===== src/rtl/stack_cpu_param_if.sv =====
// Op handshake and status bundle between the stack calculator core and its driver.
// The master drives op_valid/op/in_data; the core (slave) returns status and results.
interface stack_cpu_param_if #(
  parameter int WIDTH = 4,
  parameter int DEPTH = 8
);
  localparam int SPW = $clog2(DEPTH + 1);

  logic             op_valid;
  logic             op_ready;
  logic [3:0]       op;
  logic [WIDTH-1:0] in_data;
  logic             done;
  logic [WIDTH-1:0] out_data;
  logic [WIDTH-1:0] top_word;
  logic [SPW-1:0]   depth;
  logic             carry;
  logic             err;

  modport master (
    output op_valid, op, in_data,
    input  op_ready, done, out_data, top_word, depth, carry, err
  );

  modport slave (
    input  op_valid, op, in_data,
    output op_ready, done, out_data, top_word, depth, carry, err
  );
endinterface


===== src/rtl/stack_cpu_param.sv =====
// Parametrised stack calculator core: DEPTH-entry WIDTH-bit stack, single-issue op
// handshake, sticky error flag and a multi-cycle restoring divider.
module stack_cpu_param #(
  parameter int WIDTH = 4,
  parameter int DEPTH = 8
) (
  input  logic              clk,
  input  logic              rst_n,
  stack_cpu_param_if.slave  bus
);
  localparam int SPW = $clog2(DEPTH + 1);
  localparam int AW  = (DEPTH > 1) ? $clog2(DEPTH) : 1;
  localparam int CW  = $clog2(WIDTH + 1);
  localparam logic [SPW-1:0] FULL = SPW'(DEPTH);

  localparam logic [3:0] OP_PUSH = 4'h1, OP_POP  = 4'h2, OP_OUT  = 4'h3, OP_SWAP = 4'h4;
  localparam logic [3:0] OP_DUP  = 4'h5, OP_PUSF = 4'h6, OP_BINA = 4'h8, OP_MULT = 4'h9;
  localparam logic [3:0] OP_IDIV = 4'hA, OP_CLFL = 4'hB;

  typedef enum logic [1:0] {S_IDLE, S_EXEC, S_DIV, S_WR2} state_t;
  state_t r_state, w_state_nxt;

  logic [3:0]       r_op;
  logic [WIDTH-1:0] r_arg;
  logic [SPW-1:0]   r_depth, w_depth_nxt;
  logic             r_carry, w_carry_nxt, r_err, w_err_nxt, r_done;
  logic [WIDTH-1:0] r_out, w_out_nxt;
  logic [CW-1:0]    r_cnt, w_cnt_nxt;
  logic [WIDTH-1:0] r_stk [DEPTH];
  logic [WIDTH-1:0] r_hi, r_quo, r_rem, r_dvs;

  logic             w_we_a, w_we_b, w_ld_mul, w_ld_div, w_div_zero;
  logic [AW-1:0]    w_idx_a, w_idx_b, w_idx_t, w_idx_s, w_idx_p;
  logic [WIDTH-1:0] w_dat_a, w_dat_b, w_t, w_s, w_rem_nxt, w_quo_nxt;
  logic [WIDTH:0]   w_bina, w_partial;
  logic [2*WIDTH-1:0] w_prod;
  logic             w_one_ok, w_two_ok, w_full, w_ge;

  // Binary op: returns {carry_out, result}; logic ops pass the incoming carry through.
  function automatic logic [WIDTH:0] f_bina(input logic [2:0] sub, input logic [WIDTH-1:0] s,
                                            input logic [WIDTH-1:0] t, input logic cin);
    logic [WIDTH:0] r;
    case (sub)
      3'd0:    r = {1'b0, s} + {1'b0, t};
      3'd1:    r = {1'b0, s} + {1'b0, t} + {{WIDTH{1'b0}}, cin};
      3'd2:    r = {1'b0, s} - {1'b0, t};
      3'd3:    r = {cin, s & t};
      3'd4:    r = {cin, s | t};
      3'd5:    r = {cin, s ^ t};
      default: r = {cin, {WIDTH{1'b0}}};
    endcase
    return r;
  endfunction

  assign w_idx_t  = AW'(r_depth - SPW'(1));
  assign w_idx_s  = AW'(r_depth - SPW'(2));
  assign w_idx_p  = AW'(r_depth);
  assign w_t      = r_stk[w_idx_t];
  assign w_s      = r_stk[w_idx_s];
  assign w_one_ok = (r_depth != '0);
  assign w_two_ok = (r_depth >= SPW'(2));
  assign w_full   = (r_depth == FULL);
  assign w_bina   = f_bina(3'(r_arg), w_s, w_t, r_carry);
  assign w_prod   = (2*WIDTH)'(w_s) * (2*WIDTH)'(w_t);

  // Restoring divide step: shift next dividend bit into the remainder, subtract if it fits.
  assign w_partial = {r_rem, r_quo[WIDTH-1]};
  assign w_ge      = (w_partial >= {1'b0, r_dvs});
  assign w_rem_nxt = w_ge ? WIDTH'(w_partial - {1'b0, r_dvs}) : WIDTH'(w_partial);
  assign w_quo_nxt = {r_quo[WIDTH-2:0], w_ge};

  always_comb begin
    w_state_nxt = r_state;
    w_depth_nxt = r_depth;
    w_carry_nxt = r_carry;
    w_err_nxt   = r_err;
    w_out_nxt   = r_out;
    w_cnt_nxt   = r_cnt;
    w_we_a      = 1'b0;
    w_idx_a     = '0;
    w_dat_a     = '0;
    w_we_b      = 1'b0;
    w_idx_b     = '0;
    w_dat_b     = '0;
    w_ld_mul    = 1'b0;
    w_ld_div    = 1'b0;
    w_div_zero  = 1'b0;
    case (r_state)
      S_IDLE: if (bus.op_valid) w_state_nxt = S_EXEC;
      S_EXEC: begin
        w_state_nxt = S_IDLE;
        case (r_op)
          OP_PUSH, OP_PUSF: begin
            if (w_full) w_err_nxt = 1'b1;
            else begin
              w_we_a      = 1'b1;
              w_idx_a     = w_idx_p;
              w_dat_a     = (r_op == OP_PUSH) ? r_arg : WIDTH'({r_err, r_carry});
              w_depth_nxt = r_depth + SPW'(1);
            end
          end
          OP_DUP: begin
            if (!w_one_ok || w_full) w_err_nxt = 1'b1;
            else begin
              w_we_a      = 1'b1;
              w_idx_a     = w_idx_p;
              w_dat_a     = w_t;
              w_depth_nxt = r_depth + SPW'(1);
            end
          end
          OP_POP: begin
            if (!w_one_ok) w_err_nxt = 1'b1;
            else w_depth_nxt = r_depth - SPW'(1);
          end
          OP_OUT: begin
            if (!w_one_ok) w_err_nxt = 1'b1;
            else w_out_nxt = w_t;
          end
          OP_SWAP: begin
            if (!w_two_ok) w_err_nxt = 1'b1;
            else begin
              w_we_a  = 1'b1;
              w_idx_a = w_idx_t;
              w_dat_a = w_s;
              w_we_b  = 1'b1;
              w_idx_b = w_idx_s;
              w_dat_b = w_t;
            end
          end
          OP_BINA: begin
            if (!w_two_ok) w_err_nxt = 1'b1;
            else begin
              w_we_a      = 1'b1;
              w_idx_a     = w_idx_s;
              w_dat_a     = w_bina[WIDTH-1:0];
              w_carry_nxt = w_bina[WIDTH];
              w_depth_nxt = r_depth - SPW'(1);
            end
          end
          OP_MULT: begin
            if (!w_two_ok) w_err_nxt = 1'b1;
            else begin
              w_we_a      = 1'b1;
              w_idx_a     = w_idx_s;
              w_dat_a     = w_prod[WIDTH-1:0];
              w_depth_nxt = r_depth - SPW'(1);
              w_ld_mul    = 1'b1;
              w_state_nxt = S_WR2;
            end
          end
          OP_IDIV: begin
            if (!w_two_ok) w_err_nxt = 1'b1;
            else if (w_t == '0) begin
              w_err_nxt   = 1'b1;
              w_div_zero  = 1'b1;
              w_state_nxt = S_WR2;
            end else begin
              w_ld_div    = 1'b1;
              w_cnt_nxt   = CW'(WIDTH - 1);
              w_state_nxt = S_DIV;
            end
          end
          OP_CLFL: begin
            w_carry_nxt = 1'b0;
            w_err_nxt   = 1'b0;
          end
          default: ;
        endcase
      end
      S_DIV: begin
        w_cnt_nxt = r_cnt - CW'(1);
        if (r_cnt == '0) w_state_nxt = S_WR2;
      end
      S_WR2: begin
        w_state_nxt = S_IDLE;
        w_we_a      = 1'b1;
        if (r_op == OP_MULT) begin
          w_idx_a     = w_idx_p;
          w_dat_a     = r_hi;
          w_depth_nxt = r_depth + SPW'(1);
        end else begin
          w_idx_a = w_idx_s;
          w_dat_a = r_quo;
          w_we_b  = 1'b1;
          w_idx_b = w_idx_t;
          w_dat_b = r_rem;
        end
      end
      default: w_state_nxt = S_IDLE;
    endcase
  end

  always_ff @(posedge clk or negedge rst_n) begin
    if (!rst_n) begin
      r_state <= S_IDLE;
      r_depth <= '0;
      r_carry <= 1'b0;
      r_err   <= 1'b0;
      r_out   <= '0;
      r_done  <= 1'b0;
      r_cnt   <= '0;
    end else begin
      r_state <= w_state_nxt;
      r_depth <= w_depth_nxt;
      r_carry <= w_carry_nxt;
      r_err   <= w_err_nxt;
      r_out   <= w_out_nxt;
      r_done  <= (r_state != S_IDLE) && (w_state_nxt == S_IDLE);
      r_cnt   <= w_cnt_nxt;
    end
  end

  // Stack storage and datapath registers carry no reset; control state gates their use.
  always_ff @(posedge clk) begin
    if (r_state == S_IDLE && bus.op_valid) begin
      r_op  <= bus.op;
      r_arg <= bus.in_data;
    end
    if (w_we_a) r_stk[w_idx_a] <= w_dat_a;
    if (w_we_b) r_stk[w_idx_b] <= w_dat_b;
    if (w_ld_mul) r_hi <= w_prod[2*WIDTH-1:WIDTH];
    if (w_ld_div) begin
      r_quo <= w_s;
      r_rem <= '0;
      r_dvs <= w_t;
    end else if (w_div_zero) begin
      r_quo <= '0;
      r_rem <= '0;
    end else if (r_state == S_DIV) begin
      r_quo <= w_quo_nxt;
      r_rem <= w_rem_nxt;
    end
  end

  assign bus.op_ready = (r_state == S_IDLE);
  assign bus.done     = r_done;
  assign bus.out_data = r_out;
  assign bus.top_word = w_one_ok ? w_t : '0;
  assign bus.depth    = r_depth;
  assign bus.carry    = r_carry;
  assign bus.err      = r_err;
endmodule


===== src/flat_wrapper.sv =====
// flat-port wrapper written by rule: the top's interface ports become plain ports
module stack_cpu_param_flat 
#(
  parameter int WIDTH = 4,
  parameter int DEPTH = 8
)
  (clk, rst_n, bus_op_valid, bus_op, bus_in_data, bus_op_ready, bus_done, bus_out_data, bus_top_word, bus_depth, bus_carry, bus_err);
  stack_cpu_param_if #(.WIDTH(WIDTH), .DEPTH(DEPTH)) bus_i ();
  input  logic clk;
  input  logic rst_n;
  input wire logic [$bits(bus_i.op_valid)-1:0] bus_op_valid;
  input wire logic [$bits(bus_i.op)-1:0] bus_op;
  input wire logic [$bits(bus_i.in_data)-1:0] bus_in_data;
  output wire logic [$bits(bus_i.op_ready)-1:0] bus_op_ready;
  output wire logic [$bits(bus_i.done)-1:0] bus_done;
  output wire logic [$bits(bus_i.out_data)-1:0] bus_out_data;
  output wire logic [$bits(bus_i.top_word)-1:0] bus_top_word;
  output wire logic [$bits(bus_i.depth)-1:0] bus_depth;
  output wire logic [$bits(bus_i.carry)-1:0] bus_carry;
  output wire logic [$bits(bus_i.err)-1:0] bus_err;
  assign bus_i.op_valid = bus_op_valid;
  assign bus_i.op = bus_op;
  assign bus_i.in_data = bus_in_data;
  assign bus_op_ready = bus_i.op_ready;
  assign bus_done = bus_i.done;
  assign bus_out_data = bus_i.out_data;
  assign bus_top_word = bus_i.top_word;
  assign bus_depth = bus_i.depth;
  assign bus_carry = bus_i.carry;
  assign bus_err = bus_i.err;
  stack_cpu_param #(.WIDTH(WIDTH), .DEPTH(DEPTH)) u_core (.clk(clk), .rst_n(rst_n), .bus(bus_i));
endmodule

===== config.mk =====
export PLATFORM = sky130hd
export DESIGN_NAME = stack_cpu_param_flat
export DESIGN_NICKNAME = d
export VERILOG_FILES = /design/src/rtl/stack_cpu_param_if.sv /design/src/rtl/stack_cpu_param.sv /design/src/flat_wrapper.sv
export SDC_FILE = /design/constraint.sdc
export NUM_CORES = 1
export LEC_CHECK = 0
export BUFFER_PORTS_ARGS = -buffer_cell sky130_fd_sc_hd__buf_2
export CAP_MARGIN = 20
export CORE_MARGIN = 2
export CORE_UTILIZATION = 60
export CTS_CLUSTER_DIAMETER = 50
export CTS_CLUSTER_SIZE = 30
export DETAILED_ROUTE_END_ITERATION = 7
export PLACE_DENSITY = 0.85
export SYNTH_ARGS = -nofsm -noshare
export SYNTH_HDL_FRONTEND = slang
export SYNTH_SLANG_ARGS = --single-unit

===== constraint.sdc =====
create_clock -name clk -period 6.6 [get_ports clk]
set_input_delay 0.66 -clock clk [delete_from_list [all_inputs] [get_ports clk]]
set_output_delay 0.66 -clock clk [all_outputs]
set_load 0.02 [all_outputs]

==> flow_metrics.env <==
export IMPL_status="complete, no violations"
export IMPL_die_w_um=102
export IMPL_synth_top_area_share_pct=27.1
export IMPL_synth_ff_type="edfxtp_1"
export IMPL_maxSlewViolCount=0
export IMPL_fp_dieArea_mm2=0.0104
export IMPL_critical_path_class="register to register"
export IMPL_synth_ff_latch_count=72
export IMPL_yosys_top_cells_area="edfxtp_1 (27%), ha_1 (8.2%), dfrtp_1 (6.9%)"
export IMPL_hold_ws_ns=0.202
export IMPL_cts_buffer_depth=2
export IMPL_syn_inst=558
export IMPL_crit_arrival_ns=5.86
export IMPL_core_mm2=0.00928
export IMPL_cp_top_family="adder cells"
export IMPL_yosys_area_top_type="edfxtp_1"
export IMPL_place_congestion=0.987
export IMPL_grt_antenna_before_repair=0
export IMPL_wl_per_cell_um=22.6
export IMPL_syn_nets=614
export IMPL_relSlewSlack_pct=22.8
export IMPL_reg2reg_from="u_core.bus.depth[1]"
export IMPL_rsz0062_at_grt="no"
export IMPL_synth_warnings=0
export IMPL_syn_area_mm2=0.00577
export IMPL_cts_sinks=72
export IMPL_critPathMaxStageDelay_ns=0.89
export IMPL_stdcell_count=700
export IMPL_clk_pin_slew_ns=0.10
export IMPL_crit_required_ns=6.69
export IMPL_layout_drive_gt1_share_pct=15.9
export IMPL_final_nets=622
export IMPL_dr_pass1_iters=5
export IMPL_max_freq_mhz=173
export IMPL_drc=0
export IMPL_tightest_slew_ns=1.15
export IMPL_ioPinCount=27
export IMPL_die_h_um=102
export IMPL_vias=4707
export IMPL_vias_per_cell=6.72
export IMPL_endpoint_kind="register"
export IMPL_tritoncts="yes"
export IMPL_ctsResizeCount=0
export IMPL_ant_nets=0
export IMPL_grt_start_max_net_pins=24
export IMPL_drv_cap=0
export IMPL_hold_path_class="input port to asynchronous set/reset pin"
export IMPL_min_period_ns=5.77
export IMPL_dpl_hpwl_mm=11.8
export IMPL_cts_root_buf="clkbuf_8"
export IMPL_worstSkewPairLatency_ns=0.37
export IMPL_fp_row_count=35
export IMPL_n_antenna_cell=0
export IMPL_worst_path_buf_inv=2
export IMPL_grt_pass1_wl_mm=25.3
export IMPL_ys_seq_area_share_pct=35.4
export IMPL_synth_cell_types=91
export IMPL_critPathLaunch="u_core.bus.depth[1]"
export IMPL_cts_inserted_buffers=9
export IMPL_drt_iter0_markers=779
export IMPL_place_inst=684
export IMPL_cp_start_kind="register"
export IMPL_async_flop_share_pct=22.2
export IMPL_drt_total_wl_mm=15.8
export IMPL_grt_pass1_vias=4523
export IMPL_setup_violations=0
export IMPL_grt_ovfl_total=0
export IMPL_fin_setup_tns_ns=0
export IMPL_htree_levels=3
export IMPL_port_buffers=26
export IMPL_finalCritPeriodShare_pct=87.5
export IMPL_crit_path_top_delay_cell="dfrtp_1"
export IMPL_path_max_fanout=19
export IMPL_synth_edf_count=52
export IMPL_crit_chain="inv_1, ha_1, mux4_2, mux2i_2, inv_1, nand2_1, fa_1, fa_1, fa_1, nor3_1, a21oi_1, o22ai_1, nor2_2, a31oi_1"
export IMPL_finalHoldViolCount=0
export IMPL_cts_setup_buffers=0
export IMPL_syn_area_per_cell_um2=10.3
export IMPL_grtUsageTotal_pct=32.6
export IMPL_cts_hold_buf=0
export IMPL_area_growth_pct=6.27
export IMPL_clock_skew_ns=0.0160
export IMPL_initial_core_util_pct=62.1
export IMPL_cp_common_cell="fa_1"
## Yosys cell counts, types with 5 or more instances
| master | count |
|---|---|
| mux4_2 | 15 |
| nand3_1 | 18 |
| xnor2_1 | 12 |
| fa_1 | 7 |
| mux2_2 | 6 |
| mux2i_1 | 25 |
| clkbuf_1 | 13 |
| nor2_1 | 45 |
| o21ai_1 | 8 |
| a31oi_1 | 10 |
| inv_1 | 39 |
| ha_1 | 38 |
| o21ai_0 | 26 |
| nor2b_1 | 9 |
| dfrtp_1 | 16 |
| or3_1 | 5 |
| nand2b_1 | 7 |
| a21oi_1 | 26 |
| nand2_1 | 37 |
| nor3_1 | 11 |
| buf_2 | 10 |
| edfxtp_1 | 52 |
## registers in the layout, summed over array words and instances, names as in the netlist
| signal | flops |
|---|---|
| u_core.r_stk | 32 |
| u_core.bus.depth | 4 |
| u_core.bus.out_data | 4 |
| u_core.r_arg | 4 |
| u_core.r_dvs | 4 |
| u_core.r_hi | 4 |
| u_core.r_op | 4 |
| u_core.r_quo | 4 |
| u_core.r_rem | 4 |
| u_core.r_cnt | 3 |
| u_core.r_state | 2 |
| u_core.bus.carry | 1 |
| u_core.bus.done | 1 |
| u_core.bus.err | 1 |
## through the flow
step	utilization (%)	setup WS [ns]	area [um^2]
final	66.0	0.828	6130
after global routing	66.0	0.456	6130
after CTS	66.0	0.896	6130
after detailed placement	63.8	0.960	5920
after global placement	63.8	1.12	5920
after floorplan	-	1.56	5770
## final cells by class
type                            count  area [um^2]
Clock buffer                        9          124
Clock inverter                      7         86.3
Fill cell                         745         3150
Inverter                           40          150
Multi-Input combinational cell    414         3410
Sequential cell                    72         2040
Tap cell                          129          161
Timing Repair Buffer               29          153
## layer usage
layer / part of all wire (%) / wire [um] / GRT usage, %
met5: 0 / 0 / 0
met4: 3.1 / 490 / 10.7
met3: 13 / 2060 / 8.14
met2: 44 / 6960 / 49.6
met1: 40 / 6290 / 46.1
## layout by cell type, fill, tap and decap left out, drive strengths merged, types with 12 or more instances in the layout
cell    synthesis  final
a21oi          27     27
mux4           16     16
dfrtp          16     16
o21ai          35     35
nand3          19     19
nor2           46     46
edfxtp         52     52
mux2i          30     30
nand2          37     37
buf            19     29
ha             38     38
inv            39     43
nor3           12     12
xnor2          12     12
## worst paths after layout
check | end | slack, ns | cells past startpoint
max | u_core.r_stk[5][3] | 0.83 | 14
min | u_core.bus.depth[3] | 0.20 | 1
max reg2reg | u_core.r_stk[5][3] | 0.83 | 14
min reg2reg | u_core.r_cnt[0] | 0.48 | 1
max in group asynchronous | u_core.bus.err | 6.10 | 1
min in group clk | u_core.r_op[1] | 0.46 | 1
## logic make-up after synthesis
kind of cell / synth area share, %
and+or+nand+nor: 14.9
AOI/OAI and AO/OA: 16.5
buffers and inverters: 5.42
DFF: 35.4
muxes: 14.3
adders and majority gates: 10.7
xor gates and xnor gates: 2.84
Power is not shown: default switching activity piles up to over one toggle a cycle in this logic, so the estimate is an artifact.
